===== src/rtl/config_arb_pkg.sv =====
`default_nettype none
// ============================================================================
// Module      : config_arb_pkg
// Description : Shared types and constants for the configuration-port arbiter.
//               Holds the arbiter state enum, the source index constants and
//               the configuration data width, plus a small popcount helper.
// Revision    : 1.0 - initial release
// ============================================================================
package config_arb_pkg;

    localparam int DATA_W = 32;

    // Source indices double as priority: lower index wins.
    localparam logic [1:0] SRC_UART    = 2'd0;
    localparam logic [1:0] SRC_JTAG    = 2'd1;
    localparam logic [1:0] SRC_BITBANG = 2'd2;
    localparam logic [1:0] SRC_SELF    = 2'd3;

    typedef enum logic [1:0] {
        ST_IDLE    = 2'd0,
        ST_OWNED   = 2'd1,
        ST_HOLDOFF = 2'd2
    } arb_state_t;

    // Number of set bits in a 4-bit strobe mask.
    function automatic logic [2:0] popcount4(input logic [3:0] v);
        popcount4 = {2'b00, v[0]} + {2'b00, v[1]} + {2'b00, v[2]} + {2'b00, v[3]};
    endfunction

endpackage

`default_nettype wire


===== src/rtl/config_arb_prio_enc.sv =====
`default_nettype none
// ============================================================================
// Module      : config_arb_prio_enc
// Description : Combinational lowest-index-first priority encoder over a
//               4-bit request mask.
// Ports       : mask  in  4 - request bits
//               idx   out 2 - index of the lowest set bit (0 when none)
//               valid out 1 - at least one bit of mask is set
// Revision    : 1.0 - initial release
// ============================================================================
module config_arb_prio_enc (
    input  logic [3:0] mask,
    output logic [1:0] idx,
    output logic       valid
);

    always_comb begin
        idx   = 2'd0;
        valid = |mask;
        // Scan from the top down so the lowest set bit is written last.
        for (int i = 3; i >= 0; i--) begin
            if (mask[i]) begin
                idx = 2'(i);
            end
        end
    end

endmodule

`default_nettype wire


===== src/rtl/config_port_arbiter.sv =====
`default_nettype none
// ============================================================================
// Module      : config_port_arbiter
// Description : Session-based arbiter sharing the ConfigFSM write port among
//               four sources (0=UART, 1=JTAG, 2=BitBang, 3=Self). A granted
//               source owns the port until it deactivates and a hold-off
//               expires. FSM_Reset pulses once per new session. Strobes from
//               non-owners (or any strobe while idle) are dropped and counted.
//               Optional preemption by a higher-priority source is enabled by
//               defining CONFIG_ARB_PREEMPT_EN.
// Ports       : CLK               in  1   - configuration clock
//               resetn            in  1   - synchronous active-low reset
//               src_active        in  4   - per-source session-active flag
//               src_data          in  128 - per-source data, source i at [32i+:32]
//               src_strobe        in  4   - per-source write strobe
//               ConfigWriteData   out 32  - registered write data
//               ConfigWriteStrobe out 1   - registered write strobe
//               FSM_Reset         out 1   - pulse at session start
//               owner             out 2   - current owner index
//               owner_valid       out 1   - a session is open (OWNED/HOLDOFF)
//               drop_pulse        out 1   - pulse when any strobe is dropped
//               drop_count        out DROP_CNT_W - saturating drop counter
// Revision    : 1.0 - initial release
// ============================================================================
module config_port_arbiter
    import config_arb_pkg::*;
#(
    parameter int NUM_SRC        = 4,
    parameter int HOLDOFF_CYCLES = 16,
    parameter int DROP_CNT_W     = 8
) (
    input  logic                      CLK,
    input  logic                      resetn,
    input  logic [NUM_SRC-1:0]        src_active,
    input  logic [NUM_SRC*DATA_W-1:0] src_data,
    input  logic [NUM_SRC-1:0]        src_strobe,
    output logic [DATA_W-1:0]         ConfigWriteData,
    output logic                      ConfigWriteStrobe,
    output logic                      FSM_Reset,
    output logic [1:0]                owner,
    output logic                      owner_valid,
    output logic                      drop_pulse,
    output logic [DROP_CNT_W-1:0]     drop_count
);

    localparam int SUM_W = DROP_CNT_W + 3;

    arb_state_t              r_state,       w_state_nxt;
    logic [1:0]              r_owner,       w_owner_nxt;
    logic [7:0]              r_hold_cnt,    w_hold_cnt_nxt;
    logic [DATA_W-1:0]       r_wr_data,     w_wr_data_nxt;
    logic                    r_wr_strobe,   w_wr_strobe_nxt;
    logic                    r_fsm_reset,   w_fsm_reset_nxt;
    logic                    r_drop_pulse,  w_drop_pulse_nxt;
    logic [DROP_CNT_W-1:0]   r_drop_count,  w_drop_count_nxt;

    logic [NUM_SRC-1:0]      w_dropped;
    logic [NUM_SRC-1:0]      w_owner_oh;
    logic [SUM_W-1:0]        w_drop_sum;
    logic [1:0]              w_grant_idx;
    logic                    w_grant_valid;
    logic                    w_preempt;
    logic [1:0]              w_preempt_idx;
    logic [DATA_W-1:0]       w_src_word [NUM_SRC];

    genvar gi;
    generate
        for (gi = 0; gi < NUM_SRC; gi++) begin : g_unpack
            assign w_src_word[gi] = src_data[gi*DATA_W +: DATA_W];
        end
    endgenerate

    assign w_owner_oh = 4'b0001 << r_owner;

    config_arb_prio_enc u_grant_enc (
        .mask  (src_active),
        .idx   (w_grant_idx),
        .valid (w_grant_valid)
    );

`ifdef CONFIG_ARB_PREEMPT_EN
    // Only sources strictly above the owner in priority may preempt.
    logic [NUM_SRC-1:0] w_higher_mask;

    assign w_higher_mask = src_active & 4'(w_owner_oh - 4'd1);

    config_arb_prio_enc u_preempt_enc (
        .mask  (w_higher_mask),
        .idx   (w_preempt_idx),
        .valid (w_preempt)
    );
`else
    assign w_preempt     = 1'b0;
    assign w_preempt_idx = 2'd0;
`endif

    always_comb begin
        w_state_nxt     = r_state;
        w_owner_nxt     = r_owner;
        w_hold_cnt_nxt  = r_hold_cnt;
        w_wr_data_nxt   = r_wr_data;
        w_wr_strobe_nxt = 1'b0;
        w_fsm_reset_nxt = 1'b0;
        w_dropped       = src_strobe & ~w_owner_oh;

        case (r_state)
            ST_IDLE: begin
                // Nothing is forwarded while idle, including a strobe from
                // the source being granted this very cycle.
                w_dropped = src_strobe;
                if (w_grant_valid) begin
                    w_state_nxt     = ST_OWNED;
                    w_owner_nxt     = w_grant_idx;
                    w_fsm_reset_nxt = 1'b1;
                end
            end

            ST_OWNED, ST_HOLDOFF: begin
                if (w_preempt) begin
                    // Switch cycle: every strobe is dropped, the hold-off is
                    // abandoned and the new session starts with a reset.
                    w_dropped       = src_strobe;
                    w_state_nxt     = ST_OWNED;
                    w_owner_nxt     = w_preempt_idx;
                    w_fsm_reset_nxt = 1'b1;
                    w_hold_cnt_nxt  = 8'd0;
                end else begin
                    if (src_strobe[r_owner]) begin
                        w_wr_strobe_nxt = 1'b1;
                        w_wr_data_nxt   = w_src_word[r_owner];
                    end

                    if (r_state == ST_OWNED) begin
                        if (!src_active[r_owner]) begin
                            w_hold_cnt_nxt = 8'(HOLDOFF_CYCLES - 1);
                            w_state_nxt    = ST_HOLDOFF;
                        end
                    end else if (src_active[r_owner]) begin
                        w_state_nxt = ST_OWNED;
                    end else if (r_hold_cnt == 8'd0) begin
                        w_state_nxt = ST_IDLE;
                    end else begin
                        w_hold_cnt_nxt = r_hold_cnt - 8'd1;
                    end
                end
            end

            default: begin
                w_state_nxt = ST_IDLE;
            end
        endcase

        // Each dropped strobe counts once; the counter sticks at all-ones.
        w_drop_pulse_nxt = |w_dropped;
        w_drop_sum       = {3'b000, r_drop_count} + SUM_W'(popcount4(w_dropped));
        if (w_drop_sum > {3'b000, {DROP_CNT_W{1'b1}}}) begin
            w_drop_count_nxt = {DROP_CNT_W{1'b1}};
        end else begin
            w_drop_count_nxt = w_drop_sum[DROP_CNT_W-1:0];
        end
    end

    always_ff @(posedge CLK) begin
        if (!resetn) begin
            r_state      <= ST_IDLE;
            r_owner      <= 2'd0;
            r_hold_cnt   <= 8'd0;
            r_wr_data    <= '0;
            r_wr_strobe  <= 1'b0;
            r_fsm_reset  <= 1'b0;
            r_drop_pulse <= 1'b0;
            r_drop_count <= '0;
        end else begin
            r_state      <= w_state_nxt;
            r_owner      <= w_owner_nxt;
            r_hold_cnt   <= w_hold_cnt_nxt;
            r_wr_data    <= w_wr_data_nxt;
            r_wr_strobe  <= w_wr_strobe_nxt;
            r_fsm_reset  <= w_fsm_reset_nxt;
            r_drop_pulse <= w_drop_pulse_nxt;
            r_drop_count <= w_drop_count_nxt;
        end
    end

    assign ConfigWriteData   = r_wr_data;
    assign ConfigWriteStrobe = r_wr_strobe;
    assign FSM_Reset         = r_fsm_reset;
    assign owner             = r_owner;
    assign owner_valid       = (r_state != ST_IDLE);
    assign drop_pulse        = r_drop_pulse;
    assign drop_count        = r_drop_count;

endmodule

`default_nettype wire


===== config.mk =====
export PLATFORM = sky130hd
export DESIGN_NAME = config_port_arbiter
export DESIGN_NICKNAME = d
export VERILOG_FILES = /design/src/rtl/config_arb_pkg.sv /design/src/rtl/config_arb_prio_enc.sv /design/src/rtl/config_port_arbiter.sv
export SDC_FILE = /design/constraint.sdc
export NUM_CORES = 1
export LEC_CHECK = 0
export CORE_MARGIN = 3
export CORE_UTILIZATION = 41
export DETAILED_ROUTE_END_ITERATION = 6
export PLACE_DENSITY = 0.95
export SLEW_MARGIN = 20
export SYNTH_ARGS = -nofsm -noshare
export SYNTH_HDL_FRONTEND = slang
export SYNTH_SLANG_ARGS = --single-unit

===== constraint.sdc =====
create_clock -name CLK -period 10.15 [get_ports CLK]
set_input_delay 1.015 -clock CLK [delete_from_list [all_inputs] [get_ports CLK]]
set_output_delay 1.015 -clock CLK [all_outputs]
set_load 0.01 [all_outputs]

Word level (Yosys, flattened, before mapping)
Index checks and enable logic that the tools add are counted.
{ "word_totals": {"output_inout_bits": 46, "wordCells": 64, "ff_bits": 55} }
{ "op_classes": {"muxes": 25, "order_cmp": 3, "eq_ne": 6, "n_shift": 1, "add_sub_neg": 5, "n_bitwise": 4, "reduce_logical": 12} }
{ "op_table": {"columns": ["operator", "count"], "rows": [
  ["binary-select mux 32 bit (select 2 bit)", 1],
  ["two-way mux 32 bit", 2],
  ["two-way mux 8 bit", 5],
  ["two-way mux 2 bit", 9],
  ["adder 8 x 3 -> 9 bit", 1],
  ["greater-than comparator 9 x 8 -> 1 bit, second input constant", 1],
  ["zero test 8 bit", 1],
  ["AND reduction 2 bit", 4],
  ["OR reduction 4 bit", 2],
  ["subtractor 8 x 1 -> 8 bit, second input constant", 1],
  ["AND reduction 3 bit", 2],
  ["AND 4 bit", 1],
  ["binary-select mux 1 bit (select 2 bit)", 2],
  ["two-way mux 1 bit", 4],
  ["two-way mux 4 bit", 1],
  ["!= test 4 bit, second input constant", 1],
  ["inverter 4 bit", 1],
  ["case mux 2 bit (2 select lines)", 1],
  ["left shift 1 x 2 -> 4 bit, first input constant", 1],
  ["adder 2 x 1 -> 3 bit", 1],
  ["adder 3 x 1 -> 3 bit", 1],
  ["greater-or-equal comparator 3 bit, second input constant", 1],
  ["less-than comparator 2 x 3 -> 1 bit, second input constant", 1],
  ["!= test 3 bit, second input constant", 1],
  ["10 further kinds", 10]
]} }

Longest topological paths before layout
{ "depth": {"ltp_word": 10, "depth_mapped": 11, "mapped_depth_nobuf": 11} }

Cells and area by module
From an unflattened synthesis, not the netlist that was laid out.
{ "hier_totals": {"cells_unflattened": 325, "area_unflattened_um2": 3106.7} }
{ "by_module_without_submodules": {"columns": ["module", "area_each_um2", "n_inst", "cells_per_inst"], "rows": [
  ["config_port_arbiter", 3071.7, 1, 318],
  ["config_arb_prio_enc", 35.0, 1, 7]
]} }

Worst setup path after synthesis
No wires, ideal clock.
{ "synth_path": {"path_type": "reg-to-reg", "startpoint": "register r_owner[0] (netlist: owner[0])", "endpoint": "register r_drop_count[4] (netlist: drop_count[4])", "t_arrival_ps": 3255, "slack_ps": 6781, "period_less_slack_ps": 3369, "setup_ps": 115, "stages_incl_launch_ff": 12, "required_ps": 10035, "path_cell_list": "dfxtp_1 > buf_2 > buf_1 > o31ai_1 > fa_1 > inv_1 > fa_1 > fa_1 > nand2_1 > nor2_1 > and4_1 > o21a_1"} }
{ "synth_via": {"elab_chain_len": 10} }
{ "synth_lines": {"columns": ["item", "line_no", "source"], "rows": [
  ["from (decl)", "config_port_arbiter.sv:49", "logic [1:0] r_owner, w_owner_nxt;"],
  ["from (signal assigned)", "config_port_arbiter.sv:175", "r_owner <= w_owner_nxt;"],
  ["left shift 1 x 2 -> 4 bit *", "config_port_arbiter.sv:73", "assign w_owner_oh = 4'b0001 << r_owner;"],
  ["inverter 4 bit *", "config_port_arbiter.sv:104", "w_dropped = src_strobe & ~w_owner_oh;"],
  ["AND 4 bit *", "config_port_arbiter.sv:104", null],
  ["two-way mux 4 bit *", null, null],
  ["adder 1 x 1 -> 2 bit", "config_arb_pkg.sv:27", "popcount4 = {2'b00, v[0]} + {2'b00, v[1]} + {2'b00, v[2]} + {2'b00, v[3]};"],
  ["adder 2 x 1 -> 3 bit", "config_arb_pkg.sv:27", null],
  ["adder 3 x 1 -> 3 bit *", "config_arb_pkg.sv:27", null],
  ["adder 8 x 3 -> 9 bit *", "config_port_arbiter.sv:155", "w_drop_sum = {3'b000, r_drop_count} + SUM_W'(popcount4(w_dropped));"],
  ["greater-than comparator 9 x 8 -> 1 bit", "config_port_arbiter.sv:156", "if (w_drop_sum > {3'b000, {DROP_CNT_W{1'b1}}}) begin"],
  ["two-way mux 8 bit *", "config_port_arbiter.sv:156", null],
  ["to (signal assigned)", "config_port_arbiter.sv:181", "r_drop_count <= w_drop_count_nxt;"],
  ["to (decl)", "config_port_arbiter.sv:55", "logic [DROP_CNT_W-1:0] r_drop_count, w_drop_count_nxt;"]
]} }
Every way passes the cells marked *; elsewhere a longest branch is shown, timed or not.
A chain may end at the register's enable or synchronous reset.

Final worst setup path
{ "layout_path": {"startpoint": "register r_owner[1] (netlist: owner[1])", "endpoint": "register r_drop_count[4] (netlist: drop_count[4])"} }
Same word-level chain as after synthesis.

==> out/results.md <==
| Parameter | This run |
|:---|:---|
| Lkg Pwr | 1.78 nW |
| Final Skew | 8.38 ps |
| Class of the tightest hold or removal check | reg2reg |
| Combined global-route utilization of all metal layers | 23.3% |
| Width of the die | 93.5 um |
| Number of setup buffers added after CTS | 0 |
| Count of mapped cells out of synthesis | 324 |
| CTS tree | yes |
| Global-route wire length before repair | 16000 um |
| Worst Setup Slack post-DPL | 6330 ps |
| Synth cell types | 43 |
| Start-to-end type of the worst setup path | reg2reg |
| Max stage delay on crit path | 960 ps |
| Peak Freq | 285 MHz |
| Required time reported for the critical path endpoint | 10360 ps |
| Cell with the most instances on the worst path | sky130_fd_sc_hd__fa_1 |
| Share of post-route cells with drive strength above 1 | 10.5% |
| Yosys reg bits | 55 |
| FP Rows | 31 |
| Clock root buffer | sky130_fd_sc_hd__clkbuf_8 |
| Die Y | 93.5 um |
| Skew-Pair Late Insertion Delay | 310 ps |
| Post-route DRC violation count | 0 |
| Least-Margin Pin Slew | 943 ps |
| Initial antenna violation count | 0 |
| Number of flops mapped to enable cells by yosys | 0 |
| Number of buffers inserted for hold repair after clock tree synthesis | 0 |
| DRC marker count from the first detailed-route iteration | 145 |
| Routability congestion estimate from global placement | 0.859 |
| DR vias/cell | 5.46 |
| DP Cell Count | 587 |
| TritonRoute pass-1 iters | 4 |
| Number of buffer cells added on primary ports | 183 |
| Net count, final | 642 |
| Data arrival time of the critical path | 3720 ps |
| Sequential area share after synthesis | 35.1% |
| Total negative slack | 0 ps |
| Final hold slack | 460 ps |
| Startpoint Class | register |
| Max cap viols | 0 |
| Most frequent cells in the layout | sky130_fd_sc_hd__clkdlybuf4s50_1, sky130_fd_sc_hd__nand2_1, sky130_fd_sc_hd__dfxtp_1 |
| Core footprint | 7330 um^2 |
| Syn_nets | 471 |
| TritonCTS sink count | 55 |
| CTS buffer count | 5 |
| List of cells traversed by the critical path | inv_1, o31ai_1, fa_1, inv_1, fa_1, fa_1, nand2_1, nor2_1, and4_1, o21a_1 |
| Async S/R FF share, synth | 0% |
| Minimum clock period | 3510 ps |
| YS warnings | 0 |
| Critical-path top delay cell | sky130_fd_sc_hd__dfxtp_2 |
| Setup repair after global routing missed its margin | no |
| Most frequent standard cell in the layout excluding fill and tap cells | sky130_fd_sc_hd__clkdlybuf4s50_1 |
| Wirelength per Cell | 17.1 um |
| CTS HTree Levels | 2 |
| Setup Viol. Count Final | 0 |
| Pwr/cell area | 219 nW/um^2 |
| Maximum buffer depth of the clock tree | 2 |
| Slack of the worst reg-to-reg path | 6640 ps |
| Clock Pin Slew Worst Setup and Hold Paths | 100 ps |
| Crit path max fanout | 38 |
| Sum of overflow across all layers after global routing | 0 |
| Final non-filler cell total | 595 |
| Via count | 3246 |
| Number of routed nets with antenna violations | 0 |
| Mean area per synthesized cell | 9.68 um^2 |
| Antenna diode count | 0 |
| Final max-slew violation count | 0 |
| Number of global-route vias before repair | 3366 |
| IR drop worst, VDD | 0.000118 V |
| Dominant synthesized flop cell | sky130_fd_sc_hd__dfxtp_1 |
| Floorplan die area | 8730 um^2 |
| Total I/O pin count | 184 |
| Starting density of the core | 42.8% |
| Total Wirelength | 10200 um |
| Maximum number of pins on one net before global-route repair | 44 |
| P&R area growth vs syn | 63.1% |
| Hold violation total from the final report | 0 |
| Share of the cycle needed by the critical path after routing | 34.6% |
| Post-synthesis instance area | 3140 um^2 |
| Result of the run | complete, no violations |
| CTS resizes | 0 |
| Headroom to the max-slew limit | 37.2% |
| Critical path capture point type | register |
| Estimated wirelength of the detail-placed design | 7940 um |
| Worst setup slack after layout | 6640 ps |
## sequential cells by signal, summed over array words and instances, names as in the netlist
register,count
owner,2
r_state,2
FSM_Reset,1
drop_count,8
drop_pulse,1
ConfigWriteData,32
ConfigWriteStrobe,1
r_hold_cnt,8
## synthesized netlist by cell type (all sizes together) (3+ instances only)
cell type,instances,area (um^2)
a21oi,45,225
dfxtp,55,1100
nor4,3,18.8
ha,6,75.1
or3,3,18.8
o21a,3,22.5
mux4,34,766
nor3,6,30.0
o31ai,3,22.5
nor2,9,33.8
buf,6,33.8
o21ai,4,20.0
nand2,75,282
a311oi,3,26.3
fa,3,60.1
inv,16,60.1
xnor2,3,26.3
a31oi,4,25.0
clkbuf,15,56.3
## through the flow
stage	total power [mW]	utilization, %	instance area (um^2)
after CTS	1.13	69.7	5110
after floorplan	0.747	-	3140
final	1.12	69.8	5110
after global placement	0.965	68.5	5020
after global routing	1.21	69.8	5110
after detailed placement	0.996	68.5	5020
## path summary, 6_finish.rpt
check / startpoint / endpoint / cells past startpoint
hold / removal: ConfigWriteData[27] / ConfigWriteData[27] / 2
setup reg to reg: owner[1] / drop_count[4] / 10
hold reg to reg: ConfigWriteData[27] / ConfigWriteData[27] / 2
setup / recovery: owner[1] / drop_count[4] / 10
## worst max-delay path, delay by kind of cell (launching register included)
family                   cells  cell delay [ps]
flip-flops                   1              960
AO/OA/AOI/OAI                2              630
buffers and inverters        2              300
AND/OR/NAND/NOR              3              400
adder cells (fa/ha/maj)      3             1130
## area by class of cell
cell class                      instances  area (um^2)
Fill cell                             503         2220
Tap cell                               99          124
Clock inverter                          3         23.8
Timing Repair Buffer                  185         1850
Inverter                               17         63.8
Multi-Input combinational cell        231         1880
Clock buffer                            5         68.8
Sequential cell                        55         1100
## power breakdown
part           internal (mW)  total [mW]  switching (mW)
Combinational          0.332       0.630           0.298
Sequential             0.285       0.363          0.0784
Clock                 0.0500       0.126          0.0760
## metal layers
| layer | vias up | global-route usage (%) | wire length, um |
|---|---|---|---|
| li1 | 1524 | - | - |
| met1 | 1536 | 25.9 | 3660 |
| met2 | 170 | 42.5 | 5300 |
| met3 | 16 | 7.24 | 1010 |
| met4 | 0 | 6.35 | 182 |
| met5 | - | 0 | 0 |
## cells by family (layout without fill, tap and decap cells)
family,after synthesis,count (layout),synth area share [%]
flip-flops,55,55,35.1
XOR/XNOR,3,3,0.838
AO/OA/AOI/OAI,72,72,13.9
buffers and inverters,38,210,4.91
AND/OR/NAND/NOR,111,111,15.8
adder cells (fa/ha/maj),9,9,4.31
multiplexers,36,36,25.1
Power figures use the tool's default switching activity.
